### src/rtl/present_pkg.sv
// Shared definitions for the serialised PRESENT substitution layer:
// controller state encoding and state-width helper.
package present_pkg;

    typedef enum logic [1:0] {
        IDLE = 2'd0,
        SUB  = 2'd1,
        DONE = 2'd2
    } ctrl_state_t;

    function automatic int unsigned state_w(input int unsigned nibbles);
        return 4 * nibbles;
    endfunction

endpackage

### src/rtl/present.sv
// PRESENT 4-bit S-box (x -> s), purely combinational.
module present (
    input  logic [3:0] x,
    output logic [3:0] s
);

    always_comb begin
        s = 4'h0;
        unique case (x)
            4'h0: s = 4'hC;
            4'h1: s = 4'h5;
            4'h2: s = 4'h6;
            4'h3: s = 4'hB;
            4'h4: s = 4'h9;
            4'h5: s = 4'h0;
            4'h6: s = 4'hA;
            4'h7: s = 4'hD;
            4'h8: s = 4'h3;
            4'h9: s = 4'hE;
            4'hA: s = 4'hF;
            4'hB: s = 4'h8;
            4'hC: s = 4'h4;
            4'hD: s = 4'h7;
            4'hE: s = 4'h1;
            4'hF: s = 4'h2;
            default: s = 4'h0;
        endcase
    end

endmodule

### src/rtl/present_sbox_layer_ctrl.sv
// Serialised PRESENT substitution layer: one shared S-box, one nibble per cycle,
// optional random start index (shuffling), valid/ready on both sides.
module present_sbox_layer_ctrl
    import present_pkg::*;
#(
    parameter int unsigned NIBBLES = 16,
    parameter bit          SHUFFLE = 1'b1,
    localparam int unsigned STATE_W = state_w(NIBBLES),
    localparam int unsigned IDX_W   = $clog2(NIBBLES)
) (
    input  logic               clk,
    input  logic               rst,
    input  logic               in_valid,
    output logic               in_ready,
    input  logic [STATE_W-1:0] in_data,
    input  logic [IDX_W-1:0]   rnd_start,
    output logic               out_valid,
    input  logic               out_ready,
    output logic [STATE_W-1:0] out_data,
    output logic               busy,
    output logic [IDX_W-1:0]   nib_idx
);

    ctrl_state_t fsm, fsm_next;

    logic [STATE_W-1:0] state;
    logic [IDX_W-1:0]   idx;
    logic [IDX_W-1:0]   cnt;
    logic [3:0]         sbox_in;
    logic [3:0]         sbox_out;
    logic               accept;
    logic               last;

    assign accept = in_valid && in_ready;
    assign last   = (cnt == IDX_W'(NIBBLES - 1));

    // NIBBLES:1 mux feeding the single S-box instance.
    assign sbox_in = state[{idx, 2'b00} +: 4];

    present u_sbox (
        .x (sbox_in),
        .s (sbox_out)
    );

    always_ff @(posedge clk or posedge rst) begin
        if (rst) begin
            fsm <= IDLE;
        end else begin
            fsm <= fsm_next;
        end
    end

    always_comb begin
        fsm_next = fsm;
        unique case (fsm)
            IDLE: if (accept) fsm_next = SUB;
            SUB:  if (last) fsm_next = DONE;
            DONE: if (out_ready) fsm_next = IDLE;
            default: fsm_next = IDLE;
        endcase
    end

    always_ff @(posedge clk or posedge rst) begin
        if (rst) begin
            state <= '0;
            idx   <= '0;
            cnt   <= '0;
        end else begin
            unique case (fsm)
                IDLE: begin
                    if (accept) begin
                        state <= in_data;
                        idx   <= SHUFFLE ? rnd_start : '0;
                        cnt   <= '0;
                    end
                end
                SUB: begin
                    // 1:NIBBLES write-back demux; idx wraps naturally as NIBBLES is a power of two.
                    state[{idx, 2'b00} +: 4] <= sbox_out;
                    idx <= idx + 1'b1;
                    cnt <= cnt + 1'b1;
                end
                default: ;
            endcase
        end
    end

    assign in_ready  = (fsm == IDLE);
    assign out_valid = (fsm == DONE);
    assign busy      = (fsm == SUB) || (fsm == DONE);
    assign out_data  = out_valid ? state : '0;
    assign nib_idx   = (fsm == SUB) ? idx : '0;

endmodule

### config.mk
export PLATFORM = sky130hd
export DESIGN_NAME = present_sbox_layer_ctrl
export DESIGN_NICKNAME = d
export VERILOG_FILES = /design/src/rtl/present_pkg.sv /design/src/rtl/present.sv /design/src/rtl/present_sbox_layer_ctrl.sv
export SDC_FILE = /design/constraint.sdc
export NUM_CORES = 1
export LEC_CHECK = 0
export ABC_AREA = 1
export ABC_CLOCK_PERIOD_IN_PS = 4200
export BUFFER_PORTS_ARGS = -buffer_cell sky130_fd_sc_hd__buf_2
export CAP_MARGIN = 20
export CORE_MARGIN = 8
export CORE_UTILIZATION = 55
export CTS_CLUSTER_DIAMETER = 150
export DETAILED_ROUTE_END_ITERATION = 16
export PLACE_DENSITY = 0.8
export SYNTH_ARGS = -nofsm -noshare
export SYNTH_HDL_FRONTEND = slang
export SYNTH_HIERARCHICAL = 1
export SYNTH_SLANG_ARGS = --single-unit
### constraint.sdc
create_clock -name clk -period 4.2 [get_ports clk]
set_clock_uncertainty 0.15 [all_clocks]
set_input_delay 0.63 -clock clk [delete_from_list [all_inputs] [get_ports clk]]
set_output_delay 0.63 -clock clk [all_outputs]
set_load 0.02 [all_outputs]
==> results.yml <==
run_status:
  outcome: "complete, no violations"
timing:
  tightest_slew_ns: 0.9167
  maxSlewViolCount: 0
  fin_crit_sh_pct: 84.03
  layout_min_cycle_time_ns: 3.529
  finalSetupTns_ns: 0
  slew_headroom_pct: 38.88
  layout_setup_ws_ns: 0.6706
  finalHoldViolations: 0
  fmax_ghz: 0.2833
  setup_viol: 0
  rsz0062_at_grt: "no"
routing:
  post-route-drc-count: 0
  ant_nets: 0
  vias_per_cell: 5.279
  num_vias: 6345
  first_pass_iters: 6
  wl_mm: 18.34
  wl_per_cell_um: 15.26
  drt-initial-drc-count: 566
setup_path:
  cp_slowest_cell: "dfrtp_1"
  worstSetupStartpoint: "idx[1]"
  cp_cell_sequence: "o21ai_0, o211ai_1, nand4_1, nand2_1, inv_1, ha_1, inv_1, nand2_2, nand2_1, nand2_1, nand2_1, nand2_1, inv_1, nand3_1, o21ai_0, nand2_1, nand2_1"
  r2r_start: "idx[1]"
  critPathKind: "flop to flop"
  worstPathMaxFanout: 24
  ff2ff_setup_slack_ns: 0.67
  crit_required_ns: 4.33
  cp_slowest_stage_delay_ns: 0.82
  start_kind: "flop"
  worstPathArrival_ns: 3.66
  cp_common_cell: "nand2_1"
  cp-end-kind: "flop"
global_routing:
  grt_antenna_before_repair: 0
  grt_pass1_vias: 5942
  grt_overflow: 0
  grt_usage_pct: 25.59
  grt_start_max_net_pins: 71
  grt_pass1_wl_mm: 29.48
yosys:
  synth-seq-area-share_pct: 31.98
  ys_types: 33
  synth_area_um2: 5791
  synth_area_leaders: "dfrtp_1 (32%), nand2_1 (27%), nand3_1 (8.2%)"
  synth_seq_cells: 74
  ys_warn_count: 6
  syn_inst: 945
  synth.largest_area_cell: "dfrtp_1"
  syn_avg_cell_area_um2: 6.128
  synthDominantCellAreaShare_pct: 31.98
  synth_nets: 1031
clocking:
  clkTransAtPathRegs_ns: 0.09
  cts_resized: 0
  htreeDepth: 3
  clk_latency_ns: 0.36
  clk_root_buffer_cell: "clkbuf_8"
  clock_path_buffers: 2
  cts_inserted_buffers: 9
  postCtsSetupRepairBufs: 0
  cts.sinks: 74
  ctsHoldBuffers: 0
  cts_tree: "done"
finish:
  multi_input_area_um2: 3228
  final_cell_mix: "nand2_1 (414), buf_2 (142), inv_1 (115), nand3_1 (95), dfrtp_1 (74)"
  area_growth_pct: 16.10
  nFillCells: 1021
  layout-drive-gt1-share_pct: 19.70
  layout_commonest_cell: "nand2_1"
  diodes: 0
  nets: 1147
  register_area_um2: 1852
floorplanning:
  row_count: 37
  dieWidth_um: 118.6
  die-area_um2: 14070
  start_util_pct: 56.34
  core_um2: 10280
  ios: 143
  die_h_um: 118.6
placed_design:
  gp_congestion: 0.9781
  portBuffers: 142
  dp_slack_ns: 0.8064
  hpwl_mm: 13.97
job:
  drv_cap: 0
hold_path:
  hold_path_class: "input pin to async pin"
power_and_ir_drop:
  power_density_nw_per_um2: 880.2
  leakage_nw: 4.203
  irDropWorstVdd_v: 0.001039
-- synthesized netlist by cell type --
cell      count
nand4_4       1
clkbuf_1     21
a31oi_1       2
o211ai_1      8
nand2_4       1
inv_2         7
nand3_4       1
dfrtp_1      74
nor3_1        3
buf_6         4
inv_6         1
o22ai_1       2
ha_1         14
o21ai_0      62
nand2_1     414
buf_2        12
a22oi_1       1
nand2_2      11
buf_4         5
o21ai_1       2
nor2_1       37
nand3_2       8
nor2_2        5
nor2_4        3
buf_1         4
o21ai_2       1
nand3_1      95
inv_4         1
inv_1       116
a21oi_1       9
o31ai_1       1
nand4_1      18
a21oi_4       1
-- per-stage QoR --
| stage | cells | power [W] | util [%] | hold slack, ns | area [um2] |
|---|---|---|---|---|---|
| after global routing | 1202 | 0.006464 | 65.41 | 0.2737 | 6723 |
| after detailed placement | 1186 | 0.005224 | 63.29 | 0.3504 | 6505 |
| after floorplan | 945 | 0.004289 | - | 0.3137 | 5791 |
| final | 1202 | 0.005917 | 65.41 | 0.2064 | 6723 |
| after global placement | 1186 | 0.005227 | 63.29 | 0.3411 | 6505 |
| after CTS | 1202 | 0.005865 | 65.41 | 0.2296 | 6723 |
-- worst max-delay path, delay by kind of cell (launching register included) --
| family | cells | cell delay, ns |
|---|---|---|
| adders and majority gates | 1 | 0.30 |
| AOI/OAI and AO/OA | 3 | 0.73 |
| buffers and inverters | 3 | 0.45 |
| DFF | 1 | 0.82 |
| and+or+nand+nor | 10 | 1.02 |
-- routing by layer --
| metal | track usage (%) | up-vias | share of wire, % |
|---|---|---|---|
| li1 | - | 3188 | - |
| met5 | 0 | - | 0 |
| met3 | 5.140 | 32 | 8.0 |
| met1 | 33.91 | 2895 | 44 |
| met2 | 41.08 | 230 | 46 |
| met4 | 8.063 | 0 | 2.4 |
-- report_power, final --
group          switching (W)  internal, W
Sequential          0.000359      0.00104
Clock               0.000297     0.000334
Combinational        0.00278      0.00111
Total                0.00343      0.00248
-- registers in the layout (all words and copies together), names as in the netlist --
| signal | count |
|---|---|
| state | 64 |
| idx | 4 |
| cnt | 4 |
| fsm | 2 |
-- logic make-up (layout without fill, tap and decap cells) --
kind of cell	after synthesis	after routing	synth area share (%)
compound gates	89	89	8.470
flops	74	74	31.98
fa+ha+maj	14	14	3.025
buf+inv	171	292	12.32
simple gates	597	597	44.21
-- cell type report --
cell class,count,share of cell area (%)
Multi-Input combinational cell,700,48.02
Sequential cell,74,27.55
Timing Repair Buffer,151,11.58
Inverter,125,7.091
Tap cell,136,2.531
Clock buffer,9,1.843
Clock inverter,7,1.396
-- path summary, 6_finish.rpt --
kind | end | cells past startpoint
setup / recovery | state[15] | 17
hold / removal | state[16] | 2
setup reg to reg | state[15] | 17
hold reg to reg | state[2] | 2
max in group asynchronous | state[9] | 3
min in group clk | state[2] | 2
(Power assumes the default switching activity.)
